$ cat config.mk
export PLATFORM = sky130hd
export DESIGN_NAME = uart_tx
export DESIGN_NICKNAME = d
export VERILOG_FILES = /design/src/rtl/uart_pkg.sv /design/src/rtl/uart_baud_cnt.sv /design/src/rtl/uart_tx.sv
export SDC_FILE = /design/constraint.sdc
export NUM_CORES = 1
export LEC_CHECK = 0
export ABC_AREA = 1
export CAP_MARGIN = 20
export CELL_PAD_IN_SITES_DETAIL_PLACEMENT = 2
export CELL_PAD_IN_SITES_GLOBAL_PLACEMENT = 2
export CORE_MARGIN = 4
export CORE_UTILIZATION = 34
export DETAILED_ROUTE_END_ITERATION = 10
export PLACE_DENSITY_LB_ADDON = 0.1
export RECOVER_POWER = 25
export SLEW_MARGIN = 25
export SYNTH_ARGS = -nofsm -noshare
export SYNTH_HDL_FRONTEND = slang
export SYNTH_SLANG_ARGS = --single-unit
$ cat constraint.sdc
create_clock -name clk -period 2.35 [get_ports clk]
set_input_delay 0.47 -clock clk [delete_from_list [all_inputs] [get_ports clk]]
set_output_delay 0.47 -clock clk [all_outputs]
set_load 0.005 [all_outputs]
$ cat src/rtl/uart_pkg.sv
// Shared types and defaults for the UART transmit path.
// The optional parity state exists only when UART_TX_PARITY_EN is defined.
package uart_pkg;

  localparam int   CLK_DIV_DEFAULT   = 5208;
  localparam int   DATA_BITS_DEFAULT = 8;
  localparam logic LINE_IDLE         = 1'b1;

  typedef enum logic [2:0] {
    ST_IDLE   = 3'd0,
    ST_START  = 3'd1,
    ST_DATA   = 3'd2,
`ifdef UART_TX_PARITY_EN
    ST_PARITY = 3'd3,
`endif
    ST_STOP   = 3'd4
  } tx_state_e;

endpackage

$ cat src/rtl/uart_baud_cnt.sv
// Bit-period counter: counts 0..CLK_DIV-1 and flags the last cycle of each bit.
// A synchronous clear holds the count at zero so each frame aligns to its start bit.
module uart_baud_cnt
  import uart_pkg::*;
#(
  parameter int CLK_DIV = CLK_DIV_DEFAULT
) (
  input  logic clk,
  input  logic rst,
  input  logic clr,
  output logic bit_end
);

  localparam int               CNT_W    = (CLK_DIV > 1) ? $clog2(CLK_DIV) : 1;
  localparam logic [CNT_W-1:0] CNT_LAST = CNT_W'(CLK_DIV - 1);

  logic [CNT_W-1:0] cnt_q;
  logic [CNT_W-1:0] cnt_d;

  always_comb begin
    bit_end = (cnt_q == CNT_LAST);
    cnt_d   = cnt_q + CNT_W'(1);
    if (clr || bit_end) begin
      cnt_d = '0;
    end
  end

  always_ff @(posedge clk) begin
    if (rst) begin
      cnt_q <= '0;
    end else begin
      cnt_q <= cnt_d;
    end
  end

endmodule

$ cat src/rtl/uart_tx.sv
// UART transmitter: one byte per valid/ready handshake, sent start/data(LSB first)/stop.
// Defining UART_TX_PARITY_EN inserts an even-parity bit between data and stop.
module uart_tx
  import uart_pkg::*;
#(
  parameter int CLK_DIV   = CLK_DIV_DEFAULT,
  parameter int DATA_BITS = DATA_BITS_DEFAULT
) (
  input  logic                 clk,
  input  logic                 rst,
  input  logic [DATA_BITS-1:0] tx_data,
  input  logic                 tx_valid,
  output logic                 tx_ready,
  output logic                 miso,
  output logic                 tx_busy,
  output logic                 tx_done
);

  // Handshake: a byte is taken on any clock edge where tx_valid && tx_ready;
  // tx_ready is high only in IDLE, so tx_valid while busy has no effect.

  localparam int             IDX_W    = (DATA_BITS > 1) ? $clog2(DATA_BITS) : 1;
  localparam logic [IDX_W-1:0] IDX_LAST = IDX_W'(DATA_BITS - 1);

  tx_state_e            state_q, state_d;
  logic [DATA_BITS-1:0] shift_q, shift_d;
  logic [IDX_W-1:0]     idx_q, idx_d;
  logic                 miso_q, miso_d;
  logic                 bit_end;
  logic                 baud_clr;
`ifdef UART_TX_PARITY_EN
  logic                 parity_q, parity_d;
`endif

  // The counter is parked at zero whenever idle, which also clears it on accept.
  assign baud_clr = (state_q == ST_IDLE);

  uart_baud_cnt #(
    .CLK_DIV (CLK_DIV)
  ) u_baud_cnt (
    .clk     (clk),
    .rst     (rst),
    .clr     (baud_clr),
    .bit_end (bit_end)
  );

  always_comb begin
    state_d = state_q;
    shift_d = shift_q;
    idx_d   = idx_q;
`ifdef UART_TX_PARITY_EN
    parity_d = parity_q;
`endif
    tx_done = 1'b0;

    case (state_q)
      ST_IDLE: begin
        if (tx_valid) begin
          shift_d = tx_data;
          idx_d   = '0;
          state_d = ST_START;
`ifdef UART_TX_PARITY_EN
          parity_d = ^tx_data;
`endif
        end
      end
      ST_START: begin
        if (bit_end) begin
          idx_d   = '0;
          state_d = ST_DATA;
        end
      end
      ST_DATA: begin
        if (bit_end) begin
          shift_d = shift_q >> 1;
          idx_d   = idx_q + IDX_W'(1);
          if (idx_q == IDX_LAST) begin
`ifdef UART_TX_PARITY_EN
            state_d = ST_PARITY;
`else
            state_d = ST_STOP;
`endif
          end
        end
      end
`ifdef UART_TX_PARITY_EN
      ST_PARITY: begin
        if (bit_end) begin
          state_d = ST_STOP;
        end
      end
`endif
      ST_STOP: begin
        if (bit_end) begin
          tx_done = !rst;
          state_d = ST_IDLE;
        end
      end
      default: begin
        state_d = ST_IDLE;
      end
    endcase

    // The line is registered from the next state so it changes with the state.
    case (state_d)
      ST_START: miso_d = 1'b0;
      ST_DATA:  miso_d = shift_d[0];
`ifdef UART_TX_PARITY_EN
      ST_PARITY: miso_d = parity_d;
`endif
      default:  miso_d = LINE_IDLE;
    endcase
  end

  always_ff @(posedge clk) begin
    if (rst) begin
      state_q <= ST_IDLE;
      shift_q <= '0;
      idx_q   <= '0;
      miso_q  <= LINE_IDLE;
`ifdef UART_TX_PARITY_EN
      parity_q <= 1'b0;
`endif
    end else begin
      state_q <= state_d;
      shift_q <= shift_d;
      idx_q   <= idx_d;
      miso_q  <= miso_d;
`ifdef UART_TX_PARITY_EN
      parity_q <= parity_d;
`endif
    end
  end

  assign miso     = miso_q;
  assign tx_ready = (state_q == ST_IDLE);
  assign tx_busy  = (state_q != ST_IDLE);

endmodule

After elaboration in Yosys (flattened, before gate mapping)
Index checks and enable logic that the tools add are counted.
{ "totals": {"out_inout_bits": 4, "elab_cells": 43, "register_bits": 28, "inputBits": 11} }
{ "classes": {"reduce_logical": 9, "n_eq_ne": 10, "n_addsub": 2, "n_mux": 16} }
{ "ops": {"columns": ["operator", "count"], "rows": [
  ["$mux W3", 8],
  ["$mux W8", 2],
  ["$pmux W8 S2", 1],
  ["$add A13 B1 Y13 const B", 1],
  ["$eq A13 B13 Y1 const B", 1],
  ["$pmux W3 S4", 1],
  ["$pmux W3 S3", 1],
  ["$eq A3 B1 Y1 const B", 2],
  ["$eq A3 B2 Y1 const B", 2],
  ["$eq A3 B3 Y1 const B", 2],
  ["$ne A2 B2 Y1 const B", 3],
  ["$reduce_bool A3 Y1", 2],
  ["$reduce_and A4 Y1", 1],
  ["$add A3 B1 Y3 const B", 1],
  ["$logic_not A3 Y1", 1],
  ["$reduce_and A3 Y1", 1],
  ["$mux W1", 2],
  ["$pmux W1 S2", 1],
  ["$reduce_bool A2 Y1", 1],
  ["$reduce_or A2 Y1", 1],
  ["$logic_not A1 Y1", 1],
  ["$logic_or A1 B1 Y1", 1]
]} }

Longest topological paths before layout
Gate-level depths: netlist (run 1).
{ "logic_depth": {"depth_word": 6, "depth_mapped": 10, "depth_no_buf": 10} }

Hierarchy
Synthesis (run 1) repeated with hierarchy kept, for this count alone.
{ "unflattened": {"cells_unflattened": 211, "area_unflattened_um2": 1477.7} }
{ "by_module_without_submodules": {"columns": ["mod", "n_inst", "seq_area_each_um2", "cells_each", "area_per_inst_um2"], "rows": [
  ["uart_tx", 1, 300.3, 118, 790.8],
  ["uart_baud_cnt", 1, 260.2, 93, 686.9]
]} }

Worst setup path after synthesis (run 1)
No wires, ideal clock.
{ "synth_path": {"kind": "reg2out", "startpoint": "register u_baud_cnt.cnt_q[0]", "endpoint": "output port tx_done", "required_time_ns": 1.880, "n_path_buf": 0, "slack_ns": 0.804, "path_stages_with_launch": 6, "arrival_ns": 1.076, "path_cell_list": "dfxtp_1 > ha_1 > nand2_1 > nor3_1 > nand3_1 > nor4_1"} }
{ "synth_via": {"elab_chain_cells": 3} }
{ "synth_lines": {"columns": ["item", "line_no", "text"], "rows": [
  ["start: declaration", "uart_baud_cnt.sv:17", "logic [CNT_W-1:0] cnt_q;"],
  ["start signal: assignment", "uart_baud_cnt.sv:32", "cnt_q <= cnt_d;"],
  ["$eq A13 B13 Y1", "uart_baud_cnt.sv:21", "bit_end = (cnt_q == CNT_LAST);"],
  ["$mux W1", "uart_tx.sv:94", "if (bit_end) begin"],
  ["$mux W1", "uart_tx.sv:56", "case (state_q)"],
  ["end: declaration", "uart_tx.sv:16", "output logic tx_done"]
]} }
Every way passes these cells.

Worst setup path after layout (run 1)
{ "layout_path": {"startpoint": "register u_baud_cnt.cnt_q[1]", "endpoint": "output port tx_done"} }
Same word-level chain as after synthesis.

==> results by stage, run 1 <==
Status:
- The run finished with clean final reports.

Drt:
- The first detailed-routing pass ran for 4 iterations.
- For this run, design rule violations remaining after detail routing come to 0.
- The count of nets left with antenna violations after detail routing is 0.
- The average routed wire per standard cell is 15.2 um.
- After detailed routing, the number of vias per cell comes to 5.10.
- Summed over all layers, the routed wires come to 3780 um.
- After the first detailed-routing iteration, the DRC count stood at 44.
- For this block, the via count after detailed routing is 1,269.

STA:
- The post-layout minimum cycle time is 2.13 ns.
- For the pin with the worst max-slew slack, the measured transition is 0.437 ns.
- Setup repair after global routing left no endpoint under its margin.
- In the finished design, the share of the clock period the worst path needs comes to 90.5%.
- The worst pin sits at a relative slew slack of 70.8%.
- Based on the critical path, the design can be clocked at up to 0.470 GHz.
- The final sum of negative setup slack is 0 ns.
- The clock skew is 0.00666 ns.
- The final-report hold violation count was 0.
- The count of pins over their slew limit was 0.
- Setup violations remaining at the end of the flow were counted as 0.

Setup path:
- For the worst setup path, the data required time is 1.88 ns.
- By startpoint and endpoint, the worst setup path is classified as reg -> out.
- The count of cells along the worst register-to-register path is 10.
- The terminus of the critical flop-to-flop path is miso$_SDFF_PP1_.
- The arrival time reported for the critical path endpoint is 1.66 ns.
- The worst-case register-to-register setup slack is 0.37 ns.
- The worst flop-to-flop path startpoint is u_baud_cnt.cnt_q[1]$_SDFF_PP0_.
- The critical path capture point type is an output port.
- The maximum fanout encountered on the critical timing path is 3.
- The worst setup path is launched from a flip-flop.

Floorplanning:
- In this run the standard cell core region covers 4000 um2.
- The floorplan step defined a die boundary enclosing 5250 um2.
- The initial utilization of the core area, before any placement, comes to 35.3%.
- 15 I/O pins were placed.
- The die is 72.5 um tall.
- The floorplan step set the die width to 72.5 um.
- The count of standard-cell rows is 23.

Cells and area:
- The fraction of layout instances using a drive strength above 1 is 14.1%.
- The final layout contains 214 nets.
- The number of antenna cells inserted is 0.
- Cells fill 41.0% of the core in the end.
- The number of inserted filler cells in the final layout is 482.
- The area growth from synthesis to layout is 16.2%.

Logic synthesis:
- The share of the Yosys chip area taken by registers is 39.7%.
- By count the netlist is led by nand2_1, dfxtp_1, inv_1.
- The biggest area contributor in the post-synthesis netlist is dfxtp_1.
- Synthesis produced a netlist with a net count of 197.
- The most used flip-flop cell after synthesis is dfxtp_1.
- The post-synthesis instance area is 1410 um2.
- The async set-or-reset flop fraction in the synthesized netlist is 0%.
- By area the synthesized netlist is led by dfxtp_1, nand2_1, a21oi_1, nand3_1, inv_1.
- The number of register bits inferred by synthesis is 28.
- The average instance in the mapped netlist occupies 7.72 um2.
- In this run the biggest area consumer among cell types represents 39.7% of the synthesized area.
- nand2_1 is the most common cell in the netlist.
- In this run, synthesis inferred 0 flip-flops with an integrated enable.
- The total number of yosys warnings is 0.
- In the synthesized netlist, the number of instances is 183.
- After synthesis, the netlist uses 32 different library cells.

Global routing:
- The via count of the first global-routing pass is 1,331.
- After global routing, the most crowded layer is met2.
- Global routing consumed, over all layers together, 15.8% of the routing resources.
- The initial antenna violation count was 0.
- Entering global routing, the biggest net connects 16 pins.
- The met2 track demand over resource is 26.5%.
- For this run, global-route usage on met3 was measured as 1.66%.
- The first global-routing pass estimated 6450 um of wire.
- Global routing finished with a remaining overflow of 0.
- For met1 alone, demand over resource in global routing was 20.5%.

Clocking:
- The clock buffer count from CTS is 3.
- The root buffer cell is clkbuf_8.
- The TritonCTS clock tree is built.
- For this design, the CTS-stage hold fixing added 0 buffers.
- The maximum buffer depth of the clock tree is 2.
- The clock network latency to the later pin of the worst-skew pair is 0.29 ns.
- The number of levels the H-tree was split into is 1.
- The clock sink total is 28.
- The CTS clock-pin slew for the worst setup and hold paths is 0.10 ns.

Place:
- In this run the tool buffered the top-level ports with 14 buffer cells.
- After legalization and detailed placement, the total HPWL measured 2950 um.
- The congestion estimate from routability-driven global placement came to 0.782.

Hold path:
- The number of stages on the worst hold path is 1.
- The start point of the worst hold path is u_baud_cnt.cnt_q[0]$_SDFF_PP0_.
- The worst hold path terminates at u_baud_cnt.cnt_q[0]$_SDFF_PP0_.
- The type of the tightest min-delay check is reg -> reg.

Pwr:
- In this run the power density over the cells is 557 nW/um2.
- Across the VDD grid, the largest voltage drop is 0.241 mV.
- For this design the static power due to leakage is 0.000619 uW.

Flow run:
- The max-cap check violation count is 0.
cell usage in the layout, fill, tap and decap left out, types with 6 or more instances in the layout:
cell	n
dfxtp_1	27
o21ai_0	6
nor2_1	15
nand2_1	42
a31oi_1	7
inv_1	16
nand3_1	16
clkdlybuf4s50_1	13
a21oi_1	14
worst max path at each step:
| stage | from | endpoint | slack (ns) | cells after the start |
|---|---|---|---|---|
| after global routing | u_baud_cnt.cnt_q[1]$_SDFF_PP0_ | tx_done | 0.08 | 6 |
| after floorplan | u_baud_cnt.cnt_q[0]$_SDFF_PP0_ | tx_done | 0.80 | 5 |
| final | u_baud_cnt.cnt_q[1]$_SDFF_PP0_ | tx_done | 0.22 | 6 |
| after global placement | rst | tx_done | 0.15 | 3 |
| after detailed placement | rst | tx_done | 0.09 | 3 |
| after CTS | state_q[0]$_SDFF_PP0_ | tx_ready | 0.21 | 4 |
through the flow:
step / cells / total power [uW] / cell area (um2) / worst slack, ns / hold slack (ns)
2_1_floorplan: 183 / 567 / 1410 / 0.804 / 0.417
3_3_place_gp: 245 / 605 / 1600 / 0.152 / 0.429
3_5_place_dp: 245 / 611 / 1600 / 0.0892 / 0.441
4_1_cts: 249 / 936 / 1670 / 0.213 / 0.434
5_1_grt: 249 / 955 / 1640 / 0.0766 / 0.447
6_report: 249 / 914 / 1640 / 0.224 / 0.436
cell families after synthesis:
logic type	Yosys count	share of synthesized area, %
flip-flops	28	39.7
AO/OA/AOI/OAI	32	13.4
adder cells (fa/ha/maj)	3	2.66
AND/OR/NAND/NOR	93	34.8
buffers and inverters	25	8.24
XOR/XNOR	2	1.24
final cells by class:
class / count / area [um2] / share of cell area, %
Multi-Input combinational cell: 130 / 722 / 44.0
Clock buffer: 4 / 55.1 / 3.35
Timing Repair Buffer: 15 / 146 / 8.92
Tap cell: 50 / 62.6 / 3.81
Inverter: 22 / 93.8 / 5.72
Sequential cell: 28 / 562 / 34.2
timing repair:
item | in CTS | in global routing
setup buffers | 0 | 0
setup endpoints to repair | 1 | 0
resized for setup | 5 | 0
critical path, cell delays in order, from the launching register on:
cell and delay (ns):
dfxtp_1 0.36, ha_1 0.20, nand2_1 0.12, nor3_2 0.15, nand3_1 0.13, nor4_2 0.15, dlygate4sd2_1 0.26
power breakdown:
part           total [uW]  internal [uW]  switching, uW
sequential            496            487           8.44
clock                 316            151            165
combinational         103           44.3           58.3
flip-flops by register name, indices dropped and copies added (netlist names):
name              count
u_baud_cnt.cnt_q     13
miso                  1
state_q               3
idx_q                 3
shift_q               8
per-layer routing:
| layer | wire [um] | share of wire (%) | vias up |
|---|---|---|---|
| met5 | 0 | 0 | - |
| met4 | 68 | 1.8 | 0 |
| met3 | 74 | 2.0 | 6 |
| met2 | 1830 | 49 | 11 |
| met1 | 1800 | 48 | 619 |
| li1 | - | - | 633 |
(Power assumes the default switching activity.)
==> run 2: changes to the inputs <==
--- a/config.mk
+++ b/config.mk
@@ -9,12 +9,11 @@
 export CAP_MARGIN = 20
 export CELL_PAD_IN_SITES_DETAIL_PLACEMENT = 2
 export CELL_PAD_IN_SITES_GLOBAL_PLACEMENT = 2
-export CORE_MARGIN = 4
+export CORE_MARGIN = 5
 export CORE_UTILIZATION = 34
 export DETAILED_ROUTE_END_ITERATION = 10
 export PLACE_DENSITY_LB_ADDON = 0.1
 export RECOVER_POWER = 25
-export SLEW_MARGIN = 25
 export SYNTH_ARGS = -nofsm -noshare
 export SYNTH_HDL_FRONTEND = slang
 export SYNTH_SLANG_ARGS = --single-unit
==> results by stage, run 2 (synthesis gave the netlist of run 1 again) <==
Global routing:
- The via count of the first global-routing pass came to 1,428 (was 1,331).
- The met3 layer usage reported by global route is 3.11% (was 1.66%).
- The combined global-route utilization of all metal layers is 15.7% (was 15.8%).
- The wire length of the first global-routing pass is 6710 um (was 6450 um).
- The met2 track demand over resource is 26.7% (was 26.5%).
- The maximum number of pins on one net before global-route repair is 17 (was 16).
- The total global routing overflow was 0 (unchanged).
- The busiest layer in global routing was met2 (unchanged).
- The initial antenna violation count is 0 (unchanged).
- The met1 layer usage reported by global route is 20.3% (was 20.5%).

STA:
- The worst max-slew margin expressed relative to the limit is 65.5% (was 70.8%).
- The clock skew is 0.00329 ns (was 0.00666 ns).
- The count of endpoints failing setup in the final report was 0 (unchanged).
- The fmax came to 0.476 GHz (was 0.470 GHz).
- The final sum of negative setup slack came to 0 ns (unchanged).
- The actual transition at the worst max-transition pin came to 0.517 ns (was 0.437 ns).
- The final-report hold violation count is 0 (unchanged).
- Unrepaired setup endpoints after global routing: no (unchanged).
- The post-layout minimum cycle time is 2.10 ns (was 2.13 ns).
- The count of pins over their slew limit is 0 (unchanged).
- The portion of the clock cycle consumed by the worst path in the final layout came to 89.4% (was 90.5%).

Cells and area:
- The flip-flop count of the largest register after layout is 13 (unchanged).
- The fraction of layout instances using a drive strength above 1 came to 14.5% (was 14.1%).
- Biggest regs: u_baud_cnt.cnt_q (13), shift_q (8) (unchanged).
- The synthesis-to-finish area growth was 18.5% (was 16.2%).
- The most common cell after layout, fill and taps aside is nand2_1 (unchanged).
- The register name with the most flops is u_baud_cnt.cnt_q (unchanged).
- The sequential cell area is 562 um2 (unchanged).
- The footprint of the multi-input gates is 734 um2 (was 722 um2).
- The net count of the finished layout is 215 (was 214).
- The final standard cell count with taps included and fillers excluded is 250 (was 249).
- Commonest non-fill, non-tap cells in the layout: nand2_1, dfxtp_1, inv_1 (was nand2_1, dfxtp_1, inv_1, nand3_1, nor2_1).
- The number of inserted filler cells in the final layout is 480 (was 482).
- The number of antenna cells inserted came to 0 (unchanged).

Drt:
- The number of remaining DRC errors came to 0 (unchanged).
- The total wire length after detailed routing came to 3850 um (was 3780 um).
- The via density per instance came to 5.10 (about the same).
- The vias after detailed routing was 1,275 (was 1,269).
- The count of TritonRoute iterations in the first routing pass is 4 (unchanged).
- The count of nets left with antenna violations after detail routing is 0 (unchanged).
- The average routed wire per standard cell was 15.4 um (was 15.2 um).
- The detailed router's first-iteration violation count is 22 (was 44).

Setup path:
- The data required time at the worst endpoint is 1.88 ns (about the same).
- The arrival time reported for the critical path endpoint is 1.63 ns (was 1.66 ns).
- The critical path capture point type was an output port (unchanged).
- The type of origin of the critical path is a flip-flop (unchanged).
- The maximum fanout encountered on the critical timing path is 3 (unchanged).
- The type of the setup path with the least slack is reg -> out (unchanged).

Hold path:
- The type of the tightest min-delay check is reg -> reg (unchanged).

Clocking:
- The maximum buffer depth of the clock tree came to 2 (unchanged).
- The clock network latency to the later pin of the worst-skew pair was 0.28 ns (was 0.29 ns).
- The CTS clock-pin slew for the worst setup and hold paths was 0.10 ns (about the same).
- The count of hold buffers inserted by post-cts repair is 0 (unchanged).
- The clock sink total is 28 (unchanged).
- The TritonCTS clock tree is built (unchanged).
- The root buffer cell is clkbuf_8 (unchanged).
- The number of levels the H-tree was split into is 1 (unchanged).
- The clock buffer count from CTS came to 3 (unchanged).

Floorplanning:
- The area of the core region is 4000 um2 (unchanged).
- The top-level I/O count is 15 (unchanged).
- The overall die area is 5540 um2 (was 5250 um2).
- The floorplan die height is 74.5 um (was 72.5 um).
- The effective utilization at floorplan is 35.3% (unchanged).
- The die outline width is 74.5 um (was 72.5 um).
- The count of standard-cell rows is 23 (unchanged).

Flow run:
- The max-cap check violation count is 0 (unchanged).

Place:
- The detailed placer's ending HPWL is 3100 um (was 2950 um).
- The count of input and output buffers is 14 (unchanged).
- The count of placed standard cells including taps is 246 (was 245).
- The last weighted congestion value of the routability-driven placer is 0.775 (was 0.782).

Pwr:
- The maximum vdd ir drop is 0.299 mV (was 0.241 mV).
- The power density over the cells came to 592 nW/um2 (was 557 nW/um2).
- The leakage power is 0.000631 uW (was 0.000619 uW).

Status:
- Result of the run: finished clean (unchanged).
==> run 2: per-layer routing <==
metal  vias to the layer above  wire length (um)
met4                         0                36
met3                         4                94
met2                        13              1900
met5                         -                 0
met1                       619              1820
li1                        639                 -
==> run 2: stage by stage <==
stage | setup slack, ns | utilization [%] | hold WS, ns | cell area (um2) | power, uW
2_1_floorplan | 0.804 | - | 0.417 | 1410 | 567
3_3_place_gp | 0.148 | 40.2 | 0.430 | 1610 | 606
3_5_place_dp | 0.0684 | 40.2 | 0.446 | 1610 | 614
4_1_cts | 0.229 | 42.3 | 0.438 | 1690 | 1010
5_1_grt | 0.0444 | 41.9 | 0.447 | 1670 | 1040
6_report | 0.248 | 41.9 | 0.435 | 1670 | 992
==> run 2: path summary, 6_finish.rpt <==
path | slack [ns] | endpoint | start | cells after the start
worst max-delay path | 0.25 | tx_done | u_baud_cnt.cnt_q[0]$_SDFF_PP0_ | 6
worst min-delay path | 0.44 | u_baud_cnt.cnt_q[0]$_SDFF_PP0_ | u_baud_cnt.cnt_q[0]$_SDFF_PP0_ | 1
worst max register to register | 0.31 | u_baud_cnt.cnt_q[12]$_SDFF_PP0_ | u_baud_cnt.cnt_q[0]$_SDFF_PP0_ | 9
worst min register to register | 0.44 | u_baud_cnt.cnt_q[0]$_SDFF_PP0_ | u_baud_cnt.cnt_q[0]$_SDFF_PP0_ | 1
==> run 2: where the power goes <==
| part | total [uW] | internal [uW] | switching [uW] |
|---|---|---|---|
| clock | 391 | 228 | 163 |
| combinational | 105 | 46.3 | 58.6 |
| sequential | 496 | 487 | 8.42 |
| total | 992 | 762 | 230 |
==> run 2: cell type report <==
| cell class | count | area share [%] |
|---|---|---|
| tap | 50 | 3.74 |
| timing repair buffer | 16 | 8.97 |
| inverter | 22 | 5.61 |
| multi-input combinational | 130 | 43.9 |
| sequential | 28 | 33.6 |
| clock inverter | 1 | 1.79 |
| clock buffer | 3 | 2.47 |
==> run 2: worst max-delay path, stage by stage, from the launching register on <==
cell	delay, ns
dfxtp_2	0.36
ha_1	0.20
nand2_1	0.11
nor3_2	0.15
nand3_1	0.11
nor4_2	0.16
dlygate4sd2_1	0.26
==> run 2: what timing repair did <==
| item | CTS | global route |
|---|---|---|
| gates resized for setup | 4 | 0 |
| setup endpoints to repair | 1 | 0 |
| buffers inserted | 0 | 0 |
==> run 3: changes to the inputs <==
--- a/config.mk
+++ b/config.mk
@@ -14,6 +14,7 @@
 export DETAILED_ROUTE_END_ITERATION = 10
 export PLACE_DENSITY_LB_ADDON = 0.1
 export RECOVER_POWER = 25
+export SKIP_CTS_REPAIR_TIMING = 1
 export SYNTH_ARGS = -nofsm -noshare
 export SYNTH_HDL_FRONTEND = slang
 export SYNTH_SLANG_ARGS = --single-unit
==> results by stage, run 3 (synthesis gave the netlist of run 1 again) <==
Status:
- Result of the run: finished clean (unchanged).

Drt:
- The detailed router's first-iteration violation count came to 23 (was 22).
- The vias after detailed routing is 1,272 (was 1,275).
- The count of TritonRoute iterations in the first routing pass is 2 (was 4).
- The number of remaining DRC errors came to 0 (unchanged).
- The via density per instance is 5.09 (was 5.10).
- The average routed wire per standard cell came to 15.5 um (was 15.4 um).
- The count of nets left with antenna violations after detail routing is 0 (unchanged).
- The total wire length after detailed routing came to 3880 um (was 3850 um).

STA:
- Unrepaired setup endpoints after global routing: no (unchanged).
- The fmax was 0.468 GHz (was 0.476 GHz).
- The worst max-slew margin expressed relative to the limit is 66.2% (was 65.5%).
- The count of endpoints failing setup in the final report is 0 (unchanged).
- The worst hold-check slack is 0.476 ns (was 0.435 ns).
- The portion of the clock cycle consumed by the worst path in the final layout was 91.0% (was 89.4%).
- The actual transition at the worst max-transition pin is 0.507 ns (was 0.517 ns).
- The post-layout minimum cycle time is 2.14 ns (was 2.10 ns).
- The final worst slack was 0.212 ns (was 0.248 ns).
- The clock skew is 0.00125 ns (was 0.00329 ns).
- The count of pins over their slew limit is 0 (unchanged).
- The final-report hold violation count is 0 (unchanged).

Setup path:
- The type of origin of the critical path is a flip-flop (unchanged).
- The type of the setup path with the least slack is reg -> out (unchanged).
- The maximum fanout encountered on the critical timing path is 3 (unchanged).
- The largest incremental delay on the critical path is 0.38 ns (was 0.36 ns).
- The data required time at the worst endpoint is 1.88 ns (about the same).
- Worst-path cell chain: ha_2 -> nand2_1 -> nor3_2 -> nand3_1 -> nor4_2 -> dlymetal6s2s_1 (was ha_1 -> nand2_1 -> nor3_2 -> nand3_1 -> nor4_2 -> dlygate4sd2_1).
- The arrival time reported for the critical path endpoint is 1.67 ns (was 1.63 ns).
- The library cell contributing the largest single delay on the critical path is dfxtp_1 (was dfxtp_2).
- The family of cells with the greatest summed delay on the critical path was simple AND/OR/NAND/NOR gates (unchanged).
- The worst path buffer plus inverter count is 1 (unchanged).
- The critical path capture point type is an output port (unchanged).

Floorplanning:
- The area of the core region is 4000 um2 (unchanged).
- The overall die area is 5540 um2 (unchanged).
- The floorplan die height is 74.5 um (unchanged).
- The die outline width is 74.5 um (unchanged).
- The count of standard-cell rows came to 23 (unchanged).
- The effective utilization at floorplan is 35.3% (unchanged).
- The top-level I/O count is 15 (unchanged).

Cells and area:
- The number of antenna cells inserted is 0 (unchanged).
- The final core utilization is 42.0% (was 41.9%).
- Commonest non-fill, non-tap cells in the layout: nand2_1, dfxtp_1, inv_1 (unchanged).
- The register name with the most flops is u_baud_cnt.cnt_q (unchanged).
- Biggest regs: u_baud_cnt.cnt_q (13), shift_q (8) (unchanged).
- The synthesis-to-finish area growth is 18.9% (was 18.5%).
- The net count of the finished layout is 215 (unchanged).
- The most common cell after layout, fill and taps aside is nand2_1 (unchanged).
- The flip-flop count of the largest register after layout is 13 (unchanged).
- The fraction of layout instances using a drive strength above 1 came to 14.5% (unchanged).

Pwr:
- The power density over the cells is 591 nW/um2 (was 592 nW/um2).
- The total power after layout came to 992 uW (about the same).
- The leakage power is 0.000642 uW (was 0.000631 uW).
- The maximum vdd ir drop is 0.299 mV (about the same).

Clocking:
- The TritonCTS clock tree is built (unchanged).
- The maximum buffer depth of the clock tree is 2 (unchanged).
- The clock buffer count from CTS was 3 (unchanged).
- The CTS clock-pin slew for the worst setup and hold paths is 0.10 ns (about the same).
- The number of levels the H-tree was split into is 1 (unchanged).
- The clock sink total is 28 (unchanged).
- The root buffer cell was clkbuf_8 (unchanged).
- The clock network latency to the later pin of the worst-skew pair is 0.28 ns (about the same).

Place:
- The last weighted congestion value of the routability-driven placer is 0.775 (unchanged).
- The post-placement setup slack is 0.0684 ns (unchanged).
- The count of input and output buffers is 14 (unchanged).
- The detailed placer's ending HPWL came to 3100 um (unchanged).

Global routing:
- The maximum number of pins on one net before global-route repair is 17 (unchanged).
- The via count of the first global-routing pass was 1,426 (was 1,428).
- The initial antenna violation count was 0 (unchanged).
- The total global routing overflow is 0 (unchanged).
- The wire length of the first global-routing pass is 6650 um (was 6710 um).
- The combined global-route utilization of all metal layers is 15.6% (was 15.7%).

Hold path:
- The type of the tightest min-delay check is reg -> reg (unchanged).

Flow run:
- The max-cap check violation count is 0 (unchanged).
run 3: worst paths after layout:
check                                                  endpoint  slack, ns                      startpoint  cells past startpoint
worst max-delay path                                    tx_done       0.21  u_baud_cnt.cnt_q[0]$_SDFF_PP0_                      6
worst min-delay path             u_baud_cnt.cnt_q[0]$_SDFF_PP0_       0.48  u_baud_cnt.cnt_q[0]$_SDFF_PP0_                      1
worst max register to register  u_baud_cnt.cnt_q[12]$_SDFF_PP0_       0.29  u_baud_cnt.cnt_q[0]$_SDFF_PP0_                      9
worst min register to register   u_baud_cnt.cnt_q[0]$_SDFF_PP0_       0.48  u_baud_cnt.cnt_q[0]$_SDFF_PP0_                      1
run 3: cell type report:
class | count | area (um2)
Timing Repair Buffer | 16 | 154
Clock inverter | 1 | 30.0
Sequential cell | 28 | 561
Tap cell | 50 | 62.6
Clock buffer | 3 | 41.3
Fill cell | 480 | 2320
Inverter | 22 | 93.8
Multi-Input combinational cell | 130 | 737
run 3: report_power, final:
| group | total, uW | switching (uW) | internal, uW |
|---|---|---|---|
| clock network | 392 | 163 | 228 |
| logic | 105 | 58.9 | 46.4 |
| registers | 495 | 8.46 | 487 |
run 3: per-stage QoR:
| stage | TNS, ns | cell area (um2) | cells |
|---|---|---|---|
| 2_1_floorplan | 0 | 1410 | 183 |
| 3_3_place_gp | 0 | 1610 | 246 |
| 3_5_place_dp | 0 | 1610 | 246 |
| 4_1_cts | -0.205 | 1680 | 250 |
| 5_1_grt | 0 | 1680 | 250 |
| 6_report | 0 | 1680 | 250 |
run 3: per-layer routing:
layer	global-route usage [%]	vias up	wire length (um)
li1	-	636	-
met1	20.1	621	1840
met2	26.5	11	1920
met3	3.11	4	89
met4	4.15	0	34
met5	0	-	0
